### config.mk
export PLATFORM = sky130hd
export DESIGN_NAME = sal_sched_rr
export DESIGN_NICKNAME = d
export VERILOG_FILES = /design/src/rtl/sal_sched_rr.sv
export SDC_FILE = /design/constraint.sdc
export NUM_CORES = 1
export LEC_CHECK = 0
export ABC_AREA = 1
export CORE_MARGIN = 2
export CORE_UTILIZATION = 65
export DETAILED_ROUTE_END_ITERATION = 16
export DONT_BUFFER_PORTS = 1
export PLACE_DENSITY = 0.78
export SLEW_MARGIN = 20
export SYNTH_ARGS = -nofsm -noshare
export SYNTH_HDL_FRONTEND = slang
export SYNTH_SLANG_ARGS = --single-unit
### constraint.sdc
create_clock -name clk -period 4.2 [get_ports clk]
set_input_delay 0.63 -clock clk [delete_from_list [all_inputs] [get_ports clk]]
set_output_delay 0.63 -clock clk [all_outputs]
set_load 0.02 [all_outputs]
### src/rtl/sal_sched_rr.sv
// Multi-bank DRAM command scheduler: class priority plus shared round-robin bank
// selection, inter-bank timing down-counters and a registered DFI-side command.
module sal_sched_rr #(
    parameter int BK_CNT   = 4,
    parameter int BK_IDX_W = (BK_CNT > 1) ? $clog2(BK_CNT) : 1,
    parameter int T_CCD    = 2,
    parameter int T_RRD    = 2,
    parameter int T_WTR    = 4,
    parameter int T_RTW    = 3,
    parameter int CNT_W    = 4,
    parameter int RD_FIRST = 1
) (
    input  logic                clk,
    input  logic                rst,
    input  logic [BK_CNT-1:0]   pre_req,
    input  logic [BK_CNT-1:0]   rd_req,
    input  logic [BK_CNT-1:0]   wr_req,
    input  logic [BK_CNT-1:0]   act_req,
    input  logic [BK_CNT-1:0]   ref_req,
    output logic [BK_CNT-1:0]   pre_gnt,
    output logic [BK_CNT-1:0]   rd_gnt,
    output logic [BK_CNT-1:0]   wr_gnt,
    output logic [BK_CNT-1:0]   act_gnt,
    output logic [BK_CNT-1:0]   ref_gnt,
    output logic                cmd_valid,
    output logic [2:0]          cmd_type,
    output logic [BK_IDX_W-1:0] cmd_bank
);

    typedef enum logic [2:0] {
        CMD_NOP = 3'd0,
        CMD_ACT = 3'd1,
        CMD_RD  = 3'd2,
        CMD_WR  = 3'd3,
        CMD_PRE = 3'd4,
        CMD_REF = 3'd5
    } cmd_e;

    localparam logic [CNT_W-1:0] CNT_ZERO = {CNT_W{1'b0}};
    localparam logic [CNT_W-1:0] CNT_ONE  = {{(CNT_W-1){1'b0}}, 1'b1};
    localparam bit               RD_HI    = (RD_FIRST != 0);

    // T of 0 or 1 imposes no spacing, so the counter is simply left at zero.
    function automatic logic [CNT_W-1:0] load_val(input int t);
        if (t > 1) begin
            return CNT_W'(t - 1);
        end else begin
            return CNT_ZERO;
        end
    endfunction

    function automatic logic [CNT_W-1:0] dec_sat(input logic [CNT_W-1:0] c);
        if (c != CNT_ZERO) begin
            return c - CNT_ONE;
        end else begin
            return CNT_ZERO;
        end
    endfunction

    // Returns {found, index} of the first set bit at or after ptr, wrapping.
    function automatic logic [BK_IDX_W:0] rr_pick(input logic [BK_CNT-1:0]   req,
                                                  input logic [BK_IDX_W-1:0] ptr);
        logic                found;
        logic [BK_IDX_W-1:0] sel;
        logic [BK_IDX_W-1:0] cand;
        found = 1'b0;
        sel   = {BK_IDX_W{1'b0}};
        for (int i = 0; i < BK_CNT; i++) begin
            cand = BK_IDX_W'((int'(ptr) + i) % BK_CNT);
            if (!found && req[cand]) begin
                found = 1'b1;
                sel   = cand;
            end else begin
                found = found;
            end
        end
        return {found, sel};
    endfunction

    logic [BK_IDX_W-1:0] rr_ptr_r;
    logic [CNT_W-1:0]    ccd_cnt_r;
    logic [CNT_W-1:0]    rrd_cnt_r;
    logic [CNT_W-1:0]    wtr_cnt_r;
    logic [CNT_W-1:0]    rtw_cnt_r;

    logic                rd_ok_s;
    logic                wr_ok_s;
    logic                act_ok_s;
    logic                hi_ok_s;
    logic                lo_ok_s;
    cmd_e                hi_cmd_s;
    cmd_e                lo_cmd_s;
    logic [BK_CNT-1:0]   hi_req_s;
    logic [BK_CNT-1:0]   lo_req_s;

    cmd_e                gnt_cmd_s;
    logic [BK_CNT-1:0]   sel_req_s;
    logic [BK_IDX_W:0]   pick_s;
    logic                gnt_valid_s;
    logic [BK_IDX_W-1:0] gnt_bank_s;
    logic [BK_CNT-1:0]   onehot_s;
    logic [BK_IDX_W-1:0] next_ptr_s;

    assign rd_ok_s  = (|rd_req)  && (ccd_cnt_r == CNT_ZERO) && (wtr_cnt_r == CNT_ZERO);
    assign wr_ok_s  = (|wr_req)  && (ccd_cnt_r == CNT_ZERO) && (rtw_cnt_r == CNT_ZERO);
    assign act_ok_s = (|act_req) && (rrd_cnt_r == CNT_ZERO);

    assign hi_ok_s  = RD_HI ? rd_ok_s : wr_ok_s;
    assign lo_ok_s  = RD_HI ? wr_ok_s : rd_ok_s;
    assign hi_cmd_s = RD_HI ? CMD_RD  : CMD_WR;
    assign lo_cmd_s = RD_HI ? CMD_WR  : CMD_RD;
    assign hi_req_s = RD_HI ? rd_req  : wr_req;
    assign lo_req_s = RD_HI ? wr_req  : rd_req;

    // Class arbitration: highest eligible class wins, ineligible classes are skipped.
    always_comb begin
        gnt_cmd_s = CMD_NOP;
        sel_req_s = {BK_CNT{1'b0}};
        if (rst) begin
            gnt_cmd_s = CMD_NOP;
        end else if (|pre_req) begin
            gnt_cmd_s = CMD_PRE;
            sel_req_s = pre_req;
        end else if (hi_ok_s) begin
            gnt_cmd_s = hi_cmd_s;
            sel_req_s = hi_req_s;
        end else if (lo_ok_s) begin
            gnt_cmd_s = lo_cmd_s;
            sel_req_s = lo_req_s;
        end else if (act_ok_s) begin
            gnt_cmd_s = CMD_ACT;
            sel_req_s = act_req;
        end else if (|ref_req) begin
            gnt_cmd_s = CMD_REF;
            sel_req_s = ref_req;
        end else begin
            gnt_cmd_s = CMD_NOP;
        end
    end

    // Bank selection within the winning class and one-hot grant decode.
    always_comb begin
        pick_s      = rr_pick(sel_req_s, rr_ptr_r);
        gnt_bank_s  = pick_s[BK_IDX_W-1:0];
        gnt_valid_s = pick_s[BK_IDX_W] && (gnt_cmd_s != CMD_NOP);
        next_ptr_s  = BK_IDX_W'((int'(gnt_bank_s) + 1) % BK_CNT);
        for (int i = 0; i < BK_CNT; i++) begin
            onehot_s[i] = gnt_valid_s && (BK_IDX_W'(i) == gnt_bank_s);
        end
        pre_gnt = {BK_CNT{1'b0}};
        rd_gnt  = {BK_CNT{1'b0}};
        wr_gnt  = {BK_CNT{1'b0}};
        act_gnt = {BK_CNT{1'b0}};
        ref_gnt = {BK_CNT{1'b0}};
        case (gnt_cmd_s)
            CMD_PRE: pre_gnt = onehot_s;
            CMD_RD:  rd_gnt  = onehot_s;
            CMD_WR:  wr_gnt  = onehot_s;
            CMD_ACT: act_gnt = onehot_s;
            CMD_REF: ref_gnt = onehot_s;
            default: pre_gnt = {BK_CNT{1'b0}};
        endcase
    end

    // Pointer, timing counters and the registered command output.
    always_ff @(posedge clk) begin
        if (rst) begin
            rr_ptr_r  <= {BK_IDX_W{1'b0}};
            ccd_cnt_r <= CNT_ZERO;
            rrd_cnt_r <= CNT_ZERO;
            wtr_cnt_r <= CNT_ZERO;
            rtw_cnt_r <= CNT_ZERO;
            cmd_valid <= 1'b0;
            cmd_type  <= CMD_NOP;
            cmd_bank  <= {BK_IDX_W{1'b0}};
        end else begin
            ccd_cnt_r <= dec_sat(ccd_cnt_r);
            rrd_cnt_r <= dec_sat(rrd_cnt_r);
            wtr_cnt_r <= dec_sat(wtr_cnt_r);
            rtw_cnt_r <= dec_sat(rtw_cnt_r);
            if (gnt_valid_s) begin
                case (gnt_cmd_s)
                    CMD_RD: begin
                        ccd_cnt_r <= load_val(T_CCD);
                        rtw_cnt_r <= load_val(T_RTW);
                    end
                    CMD_WR: begin
                        ccd_cnt_r <= load_val(T_CCD);
                        wtr_cnt_r <= load_val(T_WTR);
                    end
                    CMD_ACT: rrd_cnt_r <= load_val(T_RRD);
                    default: rrd_cnt_r <= dec_sat(rrd_cnt_r);
                endcase
                rr_ptr_r  <= next_ptr_s;
                cmd_valid <= 1'b1;
                cmd_type  <= gnt_cmd_s;
                cmd_bank  <= gnt_bank_s;
            end else begin
                rr_ptr_r  <= rr_ptr_r;
                cmd_valid <= 1'b0;
                cmd_type  <= CMD_NOP;
                cmd_bank  <= cmd_bank;
            end
        end
    end

endmodule

# Word-level counts from Yosys, hierarchy flattened
# Index checks and enable logic that the tools add are counted.
dict set report totals {
  reg_bits 24
  latchBits 0
  mem_bits_rw 0
  rom_bits 0
  inputBits 22
  out_inout_bits 26
  word_cells 108
  memories 0
}
dict set report classes {
  n_addsub 8
  n_mul 0
  n_div 0
  n_lt_le_gt_ge 4
  n_eq_ne 8
  shifts 0
  muxes 46
  n_bitwise 1
  n_reduce_logical 33
}
# op count
set op_table {}
lappend op_table {{4-bit 2-to-1 mux} 23}
lappend op_table {{4-bit OR reduction} 5}
lappend op_table {{3-bit 2-to-1 mux} 6}
lappend op_table {{4-bit logical NOT} 4}
lappend op_table {{4-bit nonzero test} 4}
lappend op_table {{4-bit by 1-bit subtractor with 4-bit output (second input constant)} 4}
lappend op_table {{1-bit logical AND} 13}
lappend op_table {{2-bit by 3-bit less-than comparator with 1-bit output (second input constant)} 4}
lappend op_table {{1-bit 2-to-1 mux} 9}
lappend op_table {{1-bit binary-select mux with 2-bit select} 4}
lappend op_table {{2-bit 2-to-1 mux} 4}
lappend op_table {{3-bit by 2-bit == test with 1-bit output (second input constant)} 2}
lappend op_table {{3-bit == test (second input constant)} 2}
lappend op_table {{2-bit by 1-bit adder with 2-bit output (second input constant)} 2}
lappend op_table {{2-bit adder (second input constant)} 2}
lappend op_table {{2-bit == test (first input constant)} 2}
lappend op_table {{2-bit OR reduction} 2}
lappend op_table {{3-bit by 1-bit == test with 1-bit output (second input constant)} 1}
lappend op_table {{1-bit logical NOT} 3}
lappend op_table {{3-bit nonzero test} 1}
lappend op_table {{1-bit by 2-bit == test with 1-bit output (first input constant)} 1}
lappend op_table {{2-bit logical NOT} 1}
lappend op_table {{1-bit NOT} 1}

# Logic depth before layout (Yosys ltp)
dict set report logic_depth {
  ltp_word 22
  ltp_mapped 20
  ltp_nobuf 20
}

# Worst setup path after synthesis
# Ideal clock, no wire load.
dict set report synth_path {
  kind {in2out}
  startpoint {in pre_req[2]}
  endpoint {out pre_gnt[3]}
  t_arrival_ns 2.503
  t_required_ns 3.570
  setup_slack_ns 1.067
  stages 14
  path_buffers 0
  cell_sequence {inv_1 nand4_2 a21oi_1 nand3_2 nand2_1 nand2_1 nand2_1 nand3_1 nand3_1 nand2_2 inv_1 ha_1 inv_1 nor3_1}
}
dict set report synth_between {
  elab_chain_len 18
  elab_cells_between_ends 33
  cone_classes {eq/ne: 2; mux: 21; reduce/logical: 10}
}
# element line
set synth_lines {}
lappend synth_lines {{from (decl)} 15} ;# input logic [BK_CNT-1:0] pre_req,
lappend synth_lines {{4-bit OR reduction} 121} ;# end else if (|pre_req) begin
lappend synth_lines {{4-bit 2-to-1 mux *} 121}
lappend synth_lines {{4-bit 2-to-1 mux *} 119} ;# if (rst) begin
lappend synth_lines {{1-bit binary-select mux with 2-bit select} 70} ;# if (!found && req[cand]) begin
lappend synth_lines {{1-bit 2-to-1 mux (implied by the code)} 70}
lappend synth_lines {{1-bit 2-to-1 mux} 70}
lappend synth_lines {{1-bit logical NOT} 70}
lappend synth_lines {{1-bit logical AND} 70}
lappend synth_lines {{(+3 left out)} n/a}
lappend synth_lines {{1-bit 2-to-1 mux} 70}
lappend synth_lines {{1-bit logical NOT} 70}
lappend synth_lines {{1-bit logical AND} 70}
lappend synth_lines {{2-bit 2-to-1 mux *} 70}
lappend synth_lines {{net gnt_bank_s[0]} 100} ;# logic [BK_IDX_W-1:0] gnt_bank_s;
lappend synth_lines {{2-bit == test *} 148} ;# onehot_s[i] = gnt_valid_s && (BK_IDX_W'(i) == gnt_bank_s);
lappend synth_lines {{1-bit logical AND *} 148}
lappend synth_lines {{4-bit 2-to-1 mux *} 155} ;# case (gnt_cmd_s)
lappend synth_lines {{to (decl)} 20} ;# output logic [BK_CNT-1:0] pre_gnt,
# The timed path passes the listed nets; every way through them passes the cells marked *. The select of a mux whose other input is x is not followed.

# Final worst setup path
dict set report layout_path {
  startpoint {reg rtw_cnt_r[0]}
  endpoint {out pre_gnt[3]}
}
dict set report layout_between {
  elab_chain_len 21
  elab_cells_between_ends 38
  cone_classes {eq/ne: 2; mux: 25; reduce/logical: 11}
}
# element line
set layout_lines {}
lappend layout_lines {{from (decl)} 84} ;# logic [CNT_W-1:0] rtw_cnt_r;
lappend layout_lines {{from (signal assigned)} 180} ;# rtw_cnt_r <= dec_sat(rtw_cnt_r);
lappend layout_lines {{from (signal assigned)} 185} ;# rtw_cnt_r <= load_val(T_RTW);
lappend layout_lines {{4-bit logical NOT *} 105} ;# assign wr_ok_s = (|wr_req) && (ccd_cnt_r == CNT_ZERO) && (rtw_cnt_r == CNT_ZERO);
lappend layout_lines {{1-bit logical AND *} 105}
lappend layout_lines {{4-bit 2-to-1 mux *} 127} ;# end else if (lo_ok_s) begin
lappend layout_lines {{4-bit 2-to-1 mux *} 124} ;# end else if (hi_ok_s) begin
lappend layout_lines {{4-bit 2-to-1 mux *} 121}
lappend layout_lines {{4-bit 2-to-1 mux *} 119}
lappend layout_lines {{1-bit binary-select mux with 2-bit select} 70}
lappend layout_lines {{1-bit 2-to-1 mux (implied by the code)} 70}
lappend layout_lines {{(+6 left out)} n/a}
lappend layout_lines {{1-bit 2-to-1 mux} 70}
lappend layout_lines {{1-bit logical NOT} 70}
lappend layout_lines {{1-bit logical AND} 70}
lappend layout_lines {{2-bit 2-to-1 mux *} 70}
lappend layout_lines {{net gnt_bank_s[0]} 100}
lappend layout_lines {{2-bit == test *} 148}
lappend layout_lines {{1-bit logical AND *} 148}
lappend layout_lines {{4-bit 2-to-1 mux *} 155}
# Marked as above.

==> results.yml <==
outcome:
  outcome: "finished, final reports clean"
floorplan:
  io_pins: 48
  fp.dieW_um: 54.37
  die_height_um: 54.37
  start_util_pct: 67.80
  dieArea_um2: 2956
  rows: 18
  core_um2: 2432
global_route:
  track_usage_pct: 25.23
  grt_antenna_before_repair: 0
  grt.overflow.total: 0
  grt_pass1_vias: 1303
  grt_pass1_wl_um: 5388
  grt_max_degree: 24
sta:
  fin_crit_sh_pct: 88.59
  setup_ws_ns: 0.4792
  fmax_mhz: 268.8
  fin_skew_ns: 0.008549
  period_minus_slack_ns: 3.721
  setup_tns_ns: 0
  final-hold-violation-count: 0
  relSlewSlack_pct: 49.50
  finalSetupViolCount: 0
  tightest_slew_ns: 0.7517
  rsz0062_at_grt: "no"
  finalMaxSlewViolations: 0
clock_tree:
  cts-root-buf: "clkbuf_4"
  cts_tree: "done"
  clkTransAtPathRegs_ns: 0.13
  htree_levels: 1
  clock-sinks: 24
  cts_resized: 0
  cts_buffers: 3
  cts_setup_buffers: 0
  postCtsHoldBufs: 0
  cts_buffer_depth: 2
  insertion_delay_ns: 0.33
power_and_ir_drop:
  combPwrFrac_pct: 52.6
  p_seq_share_pct: 35.5
  p_total_mw: 0.8667
  switching_power_mw: 0.4284
  p_clk_share_pct: 11.9
  leakagePower_nw: 0.8132
  switching_share_pct: 49.43
  p_int_mw: 0.4383
  power_density_nw_per_um2: 510.8
  irDropWorstVdd_mv: 0.4100
logic_synthesis:
  synth_top_family_by_area: "simple AND/OR/NAND/NOR gates"
  synth_common_cells: "nand2_1 (59), inv_1 (35), nor2_1 (25), dfxtp_1 (24), nand3_1 (23)"
  synth.area.top_cells: "dfxtp_1 (29%), nand2_1 (13%), inv_1 (8.0%)"
  yosys.area_share.adder_pct: 3.035
  syn-num-nets: 283
  synthMuxAreaShare_pct: 0
  ys_ff_latch: 24
  synth_top_area_share_pct: 29.14
  synth_top_area_cell: "dfxtp_1"
  synth_ff_type: "dfxtp_1"
  synth_edf_count: 0
  synthesis.area_um2: 1649
  synthSimpleGateAreaFrac_pct: 45.60
  synth_most_common_cell: "nand2_1"
  seq_area_frac_synth_pct: 29.14
  synth_compound_area_share_pct: 11.23
  syn_inst: 257
  synth_area_per_cell_um2: 6.417
  synth_xor_area_share_pct: 1.593
  synth_warnings: 0
  synth_cell_types: 28
  async_flop_share_pct: 0
min_path:
  hold_depth: 1
  min_from: "rst"
  hold_class: "in -> reg"
worst_setup_path:
  start_kind: "flop"
  setup.worst_path.end_class: "output port"
  worstSetupStartpoint: "rtw_cnt_r[0]"
  crit_required_ns: 3.57
  reg2reg_depth: 19
  crit_type: "reg -> out"
  r2r_start: "rtw_cnt_r[0]"
  max_stage_delay_ns: 0.64
  cp_max_fo: 6
  critPathSlowestCell: "nor3_1"
  crit_chain: "nor2_2 > nand2_2 > nor2_2 > nand2_2 > nand3_1 > nand3_1 > nand2_1 > nand3_2 > nand2_1 > nand2_1 > nand2_1 > nand3_1 > nand3_1 > nand2_2 > inv_1 > ha_1 > inv_1 > nor3_1"
  cp.arrival_ns: 3.09
cells_and_area:
  drive_above_1_share_pct: 13.62
  final_util_pct: 69.75
  antenna_cells: 0
  fillers: 244
  final_nets: 285
  syn_to_final_growth_pct: 2.883
  finalNonFillerCells: 287
route:
  wl_per_cell_um: 12.57
  vias_per_cell: 5.568
  drcViolationCount: 0
  wl_um: 3607
  ant_nets: 0
  vias: 1598
  drtPass1Iterations: 4
  drt_iter0_drc: 36
run:
  maxCapViolCount: 0
placed_design:
  dpl_worst_slack_ns: 0.7210
  dpl.cell_count: 284
  place_congestion: 0.8141
  io_buffers: 0
  dp_hpwl_um: 2832
==> worst max-delay path: cells and delay by family (launching register included) <==
family        cells  cell delay [ns]
simple gates     15             2.07
flops             1             0.36
buf+inv           2             0.17
fa+ha+maj         1             0.14
==> final timing paths <==
check | endpoint | slack (ns)
worst min-delay path | rr_ptr_r[0] | 0.35
worst min register to register | rrd_cnt_r[3] | 0.45
worst max-delay path | pre_gnt[3] | 0.48
worst max register to register | rr_ptr_r[1] | 1.66
==> per-stage QoR <==
stage                     hold WS [ns]  cell area (um2)
after global placement          0.4269             1674
after global routing            0.3354             1697
after floorplan                 0.4169             1649
after detailed placement        0.4286             1674
final                           0.3463             1697
after CTS                       0.3434             1697
==> registers in the layout (all words and copies together), names as in the netlist <==
name	cells
ccd_cnt_r	4
cmd_bank	2
cmd_type	3
cmd_valid	1
rr_ptr_r	2
rrd_cnt_r	4
rtw_cnt_r	4
wtr_cnt_r	4
==> power groups by stage <==
stage,clock network (mW),logic [mW],registers (mW)
final,0.103,0.456,0.308
after floorplan,0,0.389,0.301
after global placement,0,0.450,0.312
after CTS,0.103,0.457,0.308
after global routing,0.111,0.521,0.314
after detailed placement,0,0.454,0.313
==> kinds of logic after synthesis <==
group | Yosys count
simple gates | 152
fa+ha+maj | 4
xor+xnor | 3
flops | 24
buf+inv | 41
compound gates | 33
==> layer usage <==
metal	vias to the layer above	GRT usage, %	wire, um
met5	-	0	0
met4	0	7.500	46
met3	5	5.738	253
met2	50	41.37	1581
met1	708	32.94	1725
li1	835	-	-
==> layout make-up <==
class | instances | area [um2] | share of cell area, %
inverters | 38 | 142.6 | 8.407
clock buffers | 3 | 22.52 | 1.327
multi-input cells | 192 | 1013 | 59.73
flip-flops and latches | 24 | 480.5 | 28.32
well taps | 30 | 37.54 | 2.212
==> layout by cell type, fill, tap and decap left out, drive strengths merged <==
| master | count |
|---|---|
| nor2 | 34 |
| xor2 | 2 |
| dfxtp | 24 |
| nand3b | 1 |
| o21ai | 6 |
| o31ai | 3 |
| a211oi | 2 |
| nand2 | 70 |
| nor3 | 12 |
| nand3 | 29 |
| nand4 | 4 |
| ha | 4 |
| inv | 38 |
| nor4 | 2 |
| clkbuf | 3 |
| a21oi | 22 |
| xnor2 | 1 |
(Power assumes the default switching activity.)
